## src/rtl/cmp_seq_pkg.sv

```systemverilog
// Shared types and helpers for the sequential wide-operand comparator.
package cmp_seq_pkg;

    // Controller states: accept a request, walk the words, hold the response.
    typedef enum logic [1:0] {
        IDLE = 2'd0,
        CMP  = 2'd1,
        RSP  = 2'd2
    } state_t;

    // One-hot-while-valid comparison outcome.
    typedef struct packed {
        logic eq;
        logic gt;
        logic lt;
    } result_t;

    // Width of the word index counter; never narrower than one bit so that
    // a single-word configuration still has a legal counter.
    function automatic int idx_w(input int n);
        return (n <= 1) ? 1 : $clog2(n);
    endfunction

endpackage

```

## src/rtl/cmp_seq_cmp.sv

```systemverilog
// Single-word magnitude comparator shared by the sequential controller.
module cmp_seq_cmp #(
    parameter int W         = 32,
    parameter int IS_SIGNED = 1
) (
    input  logic [W-1:0] a,
    input  logic [W-1:0] b,
    output logic         eq,
    output logic         gt,
    output logic         lt
);

    assign eq = (a == b);

    generate
        if (IS_SIGNED != 0) begin : g_signed
            assign gt = $signed(a) > $signed(b);
            assign lt = $signed(a) < $signed(b);
        end else begin : g_unsigned
            assign gt = a > b;
            assign lt = a < b;
        end
    endgenerate

endmodule

```

## src/rtl/cmp_seq.sv

```systemverilog
// Sequential N*W-bit comparator: walks the operands one word per cycle,
// most-significant word first, through a single signed W-bit comparator.
module cmp_seq
    import cmp_seq_pkg::*;
#(
    parameter int W          = 32,
    parameter int N          = 4,
    parameter int IS_SIGNED  = 1,
    parameter int EARLY_EXIT = 1
) (
    input  logic           clk,
    input  logic           arst,
    input  logic           i_req_vld,
    input  logic [N*W-1:0] i_req_a,
    input  logic [N*W-1:0] i_req_b,
    output logic           o_req_rdy,
    output logic           o_rsp_vld,
    output logic           o_rsp_eq,
    output logic           o_rsp_gt,
    output logic           o_rsp_lt,
    input  logic           i_rsp_rdy,
    output logic           o_busy
);

    localparam int            IW       = idx_w(N);
    localparam logic [IW-1:0] TOP_IDX  = IW'(N - 1);
    localparam logic [W-1:0]  MSB_MASK = W'(1) << (W - 1);

    state_t         state_reg, state_next;
    logic [IW-1:0]  idx_reg, idx_next;
    logic [N*W-1:0] a_reg, a_next;
    logic [N*W-1:0] b_reg, b_next;
    result_t        res_reg, res_next;
    result_t        hit_res_reg, hit_res_next;
    logic           hit_reg, hit_next;

    logic [W-1:0]   a_words [N];
    logic [W-1:0]   b_words [N];
    logic [W-1:0]   a_sel, b_sel;
    logic [W-1:0]   cmp_a, cmp_b;
    logic           flip_msb;
    logic           c_eq, c_gt, c_lt;
    result_t        word_res;
    result_t        final_res;
    logic           word_done;

    // Split the latched operands into addressable words.
    generate
        for (genvar gi = 0; gi < N; gi++) begin : g_words
            assign a_words[gi] = a_reg[gi*W +: W];
            assign b_words[gi] = b_reg[gi*W +: W];
        end
    endgenerate

    assign a_sel = a_words[idx_reg];
    assign b_sel = b_words[idx_reg];

    // The shared comparator is signed. Only the top word of a signed operand
    // carries a sign; every other word is a plain magnitude, so its MSB is
    // flipped on both sides to turn the signed compare into an unsigned one.
    assign flip_msb = !((IS_SIGNED != 0) && (idx_reg == TOP_IDX));
    assign cmp_a    = flip_msb ? (a_sel ^ MSB_MASK) : a_sel;
    assign cmp_b    = flip_msb ? (b_sel ^ MSB_MASK) : b_sel;

    cmp_seq_cmp #(
        .W         (W),
        .IS_SIGNED (1)
    ) u_cmp (
        .a  (cmp_a),
        .b  (cmp_b),
        .eq (c_eq),
        .gt (c_gt),
        .lt (c_lt)
    );

    assign word_res  = {c_eq, c_gt, c_lt};
    // Once a higher word has decided, lower words can no longer change it.
    assign final_res = hit_reg ? hit_res_reg : word_res;
    assign word_done = ((EARLY_EXIT != 0) && !c_eq) || (idx_reg == '0);

    // Next-state and datapath update for the request/compare/response walk.
    always_comb begin
        state_next   = state_reg;
        idx_next     = idx_reg;
        a_next       = a_reg;
        b_next       = b_reg;
        res_next     = res_reg;
        hit_next     = hit_reg;
        hit_res_next = hit_res_reg;
        unique case (state_reg)
            IDLE: begin
                if (i_req_vld) begin
                    a_next     = i_req_a;
                    b_next     = i_req_b;
                    idx_next   = TOP_IDX;
                    hit_next   = 1'b0;
                    state_next = CMP;
                end
            end
            CMP: begin
                if (word_done) begin
                    res_next   = final_res;
                    hit_next   = 1'b0;
                    state_next = RSP;
                end else begin
                    idx_next = idx_reg - IW'(1);
                    if (!hit_reg && !c_eq) begin
                        hit_next     = 1'b1;
                        hit_res_next = word_res;
                    end
                end
            end
            RSP: begin
                if (i_rsp_rdy) begin
                    res_next   = '0;
                    state_next = IDLE;
                end
            end
            default: begin
                state_next = IDLE;
            end
        endcase
    end

    // State and datapath registers; reset drops any in-flight transaction.
    always_ff @(posedge clk or posedge arst) begin
        if (arst) begin
            state_reg   <= IDLE;
            idx_reg     <= '0;
            a_reg       <= '0;
            b_reg       <= '0;
            res_reg     <= '0;
            hit_reg     <= 1'b0;
            hit_res_reg <= '0;
        end else begin
            state_reg   <= state_next;
            idx_reg     <= idx_next;
            a_reg       <= a_next;
            b_reg       <= b_next;
            res_reg     <= res_next;
            hit_reg     <= hit_next;
            hit_res_reg <= hit_res_next;
        end
    end

    assign o_req_rdy = (state_reg == IDLE);
    assign o_rsp_vld = (state_reg == RSP);
    assign o_busy    = (state_reg != IDLE);
    assign o_rsp_eq  = res_reg.eq;
    assign o_rsp_gt  = res_reg.gt;
    assign o_rsp_lt  = res_reg.lt;

endmodule

```

## config.mk

```make
export PLATFORM = sky130hd
export DESIGN_NAME = cmp_seq
export DESIGN_NICKNAME = d
export VERILOG_FILES = /design/src/rtl/cmp_seq_pkg.sv /design/src/rtl/cmp_seq_cmp.sv /design/src/rtl/cmp_seq.sv
export SDC_FILE = /design/constraint.sdc
export NUM_CORES = 1
export LEC_CHECK = 0
export ABC_AREA = 1
export CAP_MARGIN = 20
export CORE_UTILIZATION = 47
export DETAILED_ROUTE_END_ITERATION = 8
export GPL_TIMING_DRIVEN = 0
export PLACE_DENSITY_LB_ADDON = 0.15
export SLEW_MARGIN = 20
export SYNTH_ARGS = -nofsm -noshare
export SYNTH_HDL_FRONTEND = slang
export SYNTH_SLANG_ARGS = --single-unit
```

## constraint.sdc

```tcl
create_clock -name clk -period 7.51 [get_ports clk]
set_clock_uncertainty 0.15 [all_clocks]
set_input_delay 0.751 -clock clk [delete_from_list [all_inputs] [get_ports clk]]
set_output_delay 0.751 -clock clk [all_outputs]
set_load 0.02 [all_outputs]
```

==> impl_metrics.tcl <==
set metrics [dict create \
    outcome "complete, but fails checks" \
    failed_checks "DRC" \
    syn_area_sq_um 12600 \
    seq_area_frac_synth_pct 53.0 \
    r2r_start "idx_reg[0]" \
    start_util_pct 48.1 \
    clockBufferDepth 3 \
    combPwrFrac_pct 46.7 \
    antenna_found_initial 0 \
    die_x_microns 166 \
    cts-resized-gates 0 \
    critical_path.startpoint_type "flip-flop" \
    r2r_end "o_rsp_gt" \
    nFillCells 2255 \
    via_count 12000 \
    pwr-share-clk_pct 20.8 \
    crit_cells 15 \
    gr-total-overflow 0 \
    cellPowerDensity_nw_per_um2 458 \
    startpoint "idx_reg[0]" \
    io_pins 266 \
    cts_tree "done" \
    synthCells 1618 \
    cp_top_family "simple AND/OR/NAND/NOR gates" \
    r2r_slack_ns 3.93 \
    worst_ir_drop_vdd_uv 204 \
    yosysTopAreaCellShare_pct 53.0 \
    worst_slew_pin_slew_ns 0.629 \
    path_clk_slew_ns 0.06 \
    grtUsageTotal_pct 29.4 \
    cts_hold_buf 0 \
    cts_setup_buffers 0 \
    slowest_delay_ns 0.46 \
    yosys.area.top_type "dfrtp_1" \
    dp_hpwl_mm 29.7 \
    post-route-min-period_ns 3.58 \
    rsz0062_at_grt "false" \
    slew_headroom_pct 58.1 \
    routed_wirelength_mm 40.1 \
    reg2regPathDepth 15 \
    hold_viol 0 \
    route.detailed.drc 18 \
    die_h_microns 166 \
    drive_above_1_share_pct 5.76 \
    synth_fp_nets 1912 \
    crit_slowest_cell "clkbuf_1" \
    synth_flop_cell "dfrtp_1" \
    clockRootBuffer "clkbuf_16" \
    clk_latency_ns 0.54 \
    viasPerCell 5.25 \
    p_seq_share_pct 32.5 \
    finalNetCount 2216 \
    rows 59 \
    ys_ff_latch 267 \
    finalWeightedCongestion 0.903 \
    fin_crit_sh_pct 47.6 \
    syn2layout_area_growth_pct 34.3 \
    crit_type "flip-flop to flip-flop" \
    synthTopCellsByArea "dfrtp_1, nand2_1, o21ai_0" \
    ys_warn_count 0 \
    p_leak_nw 8.47 \
    setup_violations 0 \
    portBuffers 265 \
    crit_end "o_rsp_gt" \
    crit_top_cell "nand2_1" \
    switching_share_pct 42.1 \
    maxCapViolations 0 \
    endpoint_kind "flip-flop" \
    finalMaxSlewViolations 0 \
    synth_edf_count 0 \
    crit_required_ns 7.79 \
    mostFrequentLayoutCells "nand2_1, dfrtp_1, clkdlybuf4s50_1" \
    fin_setup_tns_ns 0 \
    grt_max_degree 35 \
    intPower_mw 4.48 \
    drt_iter0_markers 1111 \
    core_area_sq_um 26200 \
    crit_buf_inv 4 \
    cts_max_level 1 \
    max_clock_freq_mhz 280 \
    finalPower_mw 7.74 \
    synthArstFlopShare_pct 100 \
    hp-class "flip-flop to flip-flop" \
    diodes 0 \
    first_pass_iters 7 \
    path_cells "buf_2 -> buf_2 -> clkbuf_1 -> nor2_1 -> o22ai_1 -> ha_1 -> nand2_1 -> nor2_1 -> nand2_1 -> nor2_1 -> nand3b_2 -> nand2_1 -> inv_2 -> nand2_1 -> nand2_1" \
    dieArea_sq_um 27500 \
    grt_pass1_wl_mm 63.1 \
    grt_pass1_vias 11800 \
    final_common_cell "nand2_1" \
    crit_arrival_ns 3.86 \
    cts-buffers-inserted 29 \
    postSynthAreaPerCell_sq_um 7.79 \
    detail-route-antenna-nets 0 \
    cts.sink_count 267 \
    cp_max_fo 10 \
    routedWlPerCell_microns 17.6 \
    yosysUniqueCellTypes 30 \
    p_switching_mw 3.26 \
]
==> metal layers <==
layer / track usage [%] / part of all wire (%) / vias up
met5: 0 / 0 / -
met2: 47.0 / 45 / 478
met4: 8.66 / 2.8 / 0
met1: 42.0 / 45 / 5680
met3: 3.96 / 7.1 / 69
li1: - / - / 5726
==> final cells by class <==
cell class / count / area [sq um] / area share [%]
inverter: 26 / 101 / 0.599
buffer: 100 / 428 / 2.53
timing repair buffer: 273 / 2810 / 16.6
multi-input combinational: 1225 / 5390 / 31.9
clock buffer: 38 / 830 / 4.90
tap: 335 / 419 / 2.48
clock inverter: 14 / 251 / 1.49
sequential: 267 / 6680 / 39.5
==> power groups by stage <==
stage / Combinational, mW / Sequential [mW] / Clock [mW]
floorplan: 2.47 / 2.40 / 0
global placement: 3.46 / 2.51 / 0
detailed placement: 3.57 / 2.51 / 0
CTS: 3.60 / 2.50 / 1.62
global route: 4.08 / 2.58 / 1.68
finish: 3.62 / 2.51 / 1.61
==> cells in the mapped netlist (2+ instances only) <==
library cell,n
a21o_1,2
nor2_1,92
buf_2,41
o21a_1,2
nand3_1,8
nand2_1,875
buf_1,6
a21oi_1,46
inv_2,3
clkbuf_1,52
nor2_2,3
nand2_2,2
o22ai_1,33
dfrtp_1,267
nand4_1,2
ha_1,34
a32o_1,24
o21ai_0,93
inv_1,22
==> stage by stage <==
stage | setup slack, ns | hold slack (ns) | area, sq um | util, % | instances
floorplan | 3.08 | 0.274 | 12600 | - | 1618
global placement | 1.15 | 0.284 | 15700 | 59.8 | 2218
detailed placement | 4.05 | 0.292 | 15800 | 60.4 | 2226
CTS | 4.00 | 0.306 | 16900 | 64.6 | 2278
global route | 3.70 | 0.317 | 16900 | 64.6 | 2278
finish | 3.93 | 0.303 | 16900 | 64.6 | 2278
==> worst min-delay path by stage <==
stage / cells after the start / slack (ns) / to / start
floorplan: 1 / 0.27 / hit_res_reg[2] / hit_res_reg[2]
global placement: 1 / 0.28 / hit_res_reg[2] / hit_res_reg[2]
detailed placement: 1 / 0.29 / hit_res_reg[2] / hit_res_reg[2]
CTS: 1 / 0.31 / hit_res_reg[2] / hit_res_reg[2]
global route: 1 / 0.32 / hit_res_reg[1] / hit_res_reg[1]
finish: 1 / 0.30 / hit_res_reg[2] / hit_res_reg[2]
==> kinds of logic (layout without fill, tap and decap cells) <==
family / Yosys count / in the layout / share of synthesized area (%)
compound gates: 204 / 204 / 9.58
xor+xnor: 2 / 2 / 0.139
fa+ha+maj: 34 / 34 / 3.38
buf+inv: 126 / 451 / 4.17
flops: 267 / 267 / 53.0
simple gates: 985 / 985 / 29.7
(Power assumes the default switching activity.)
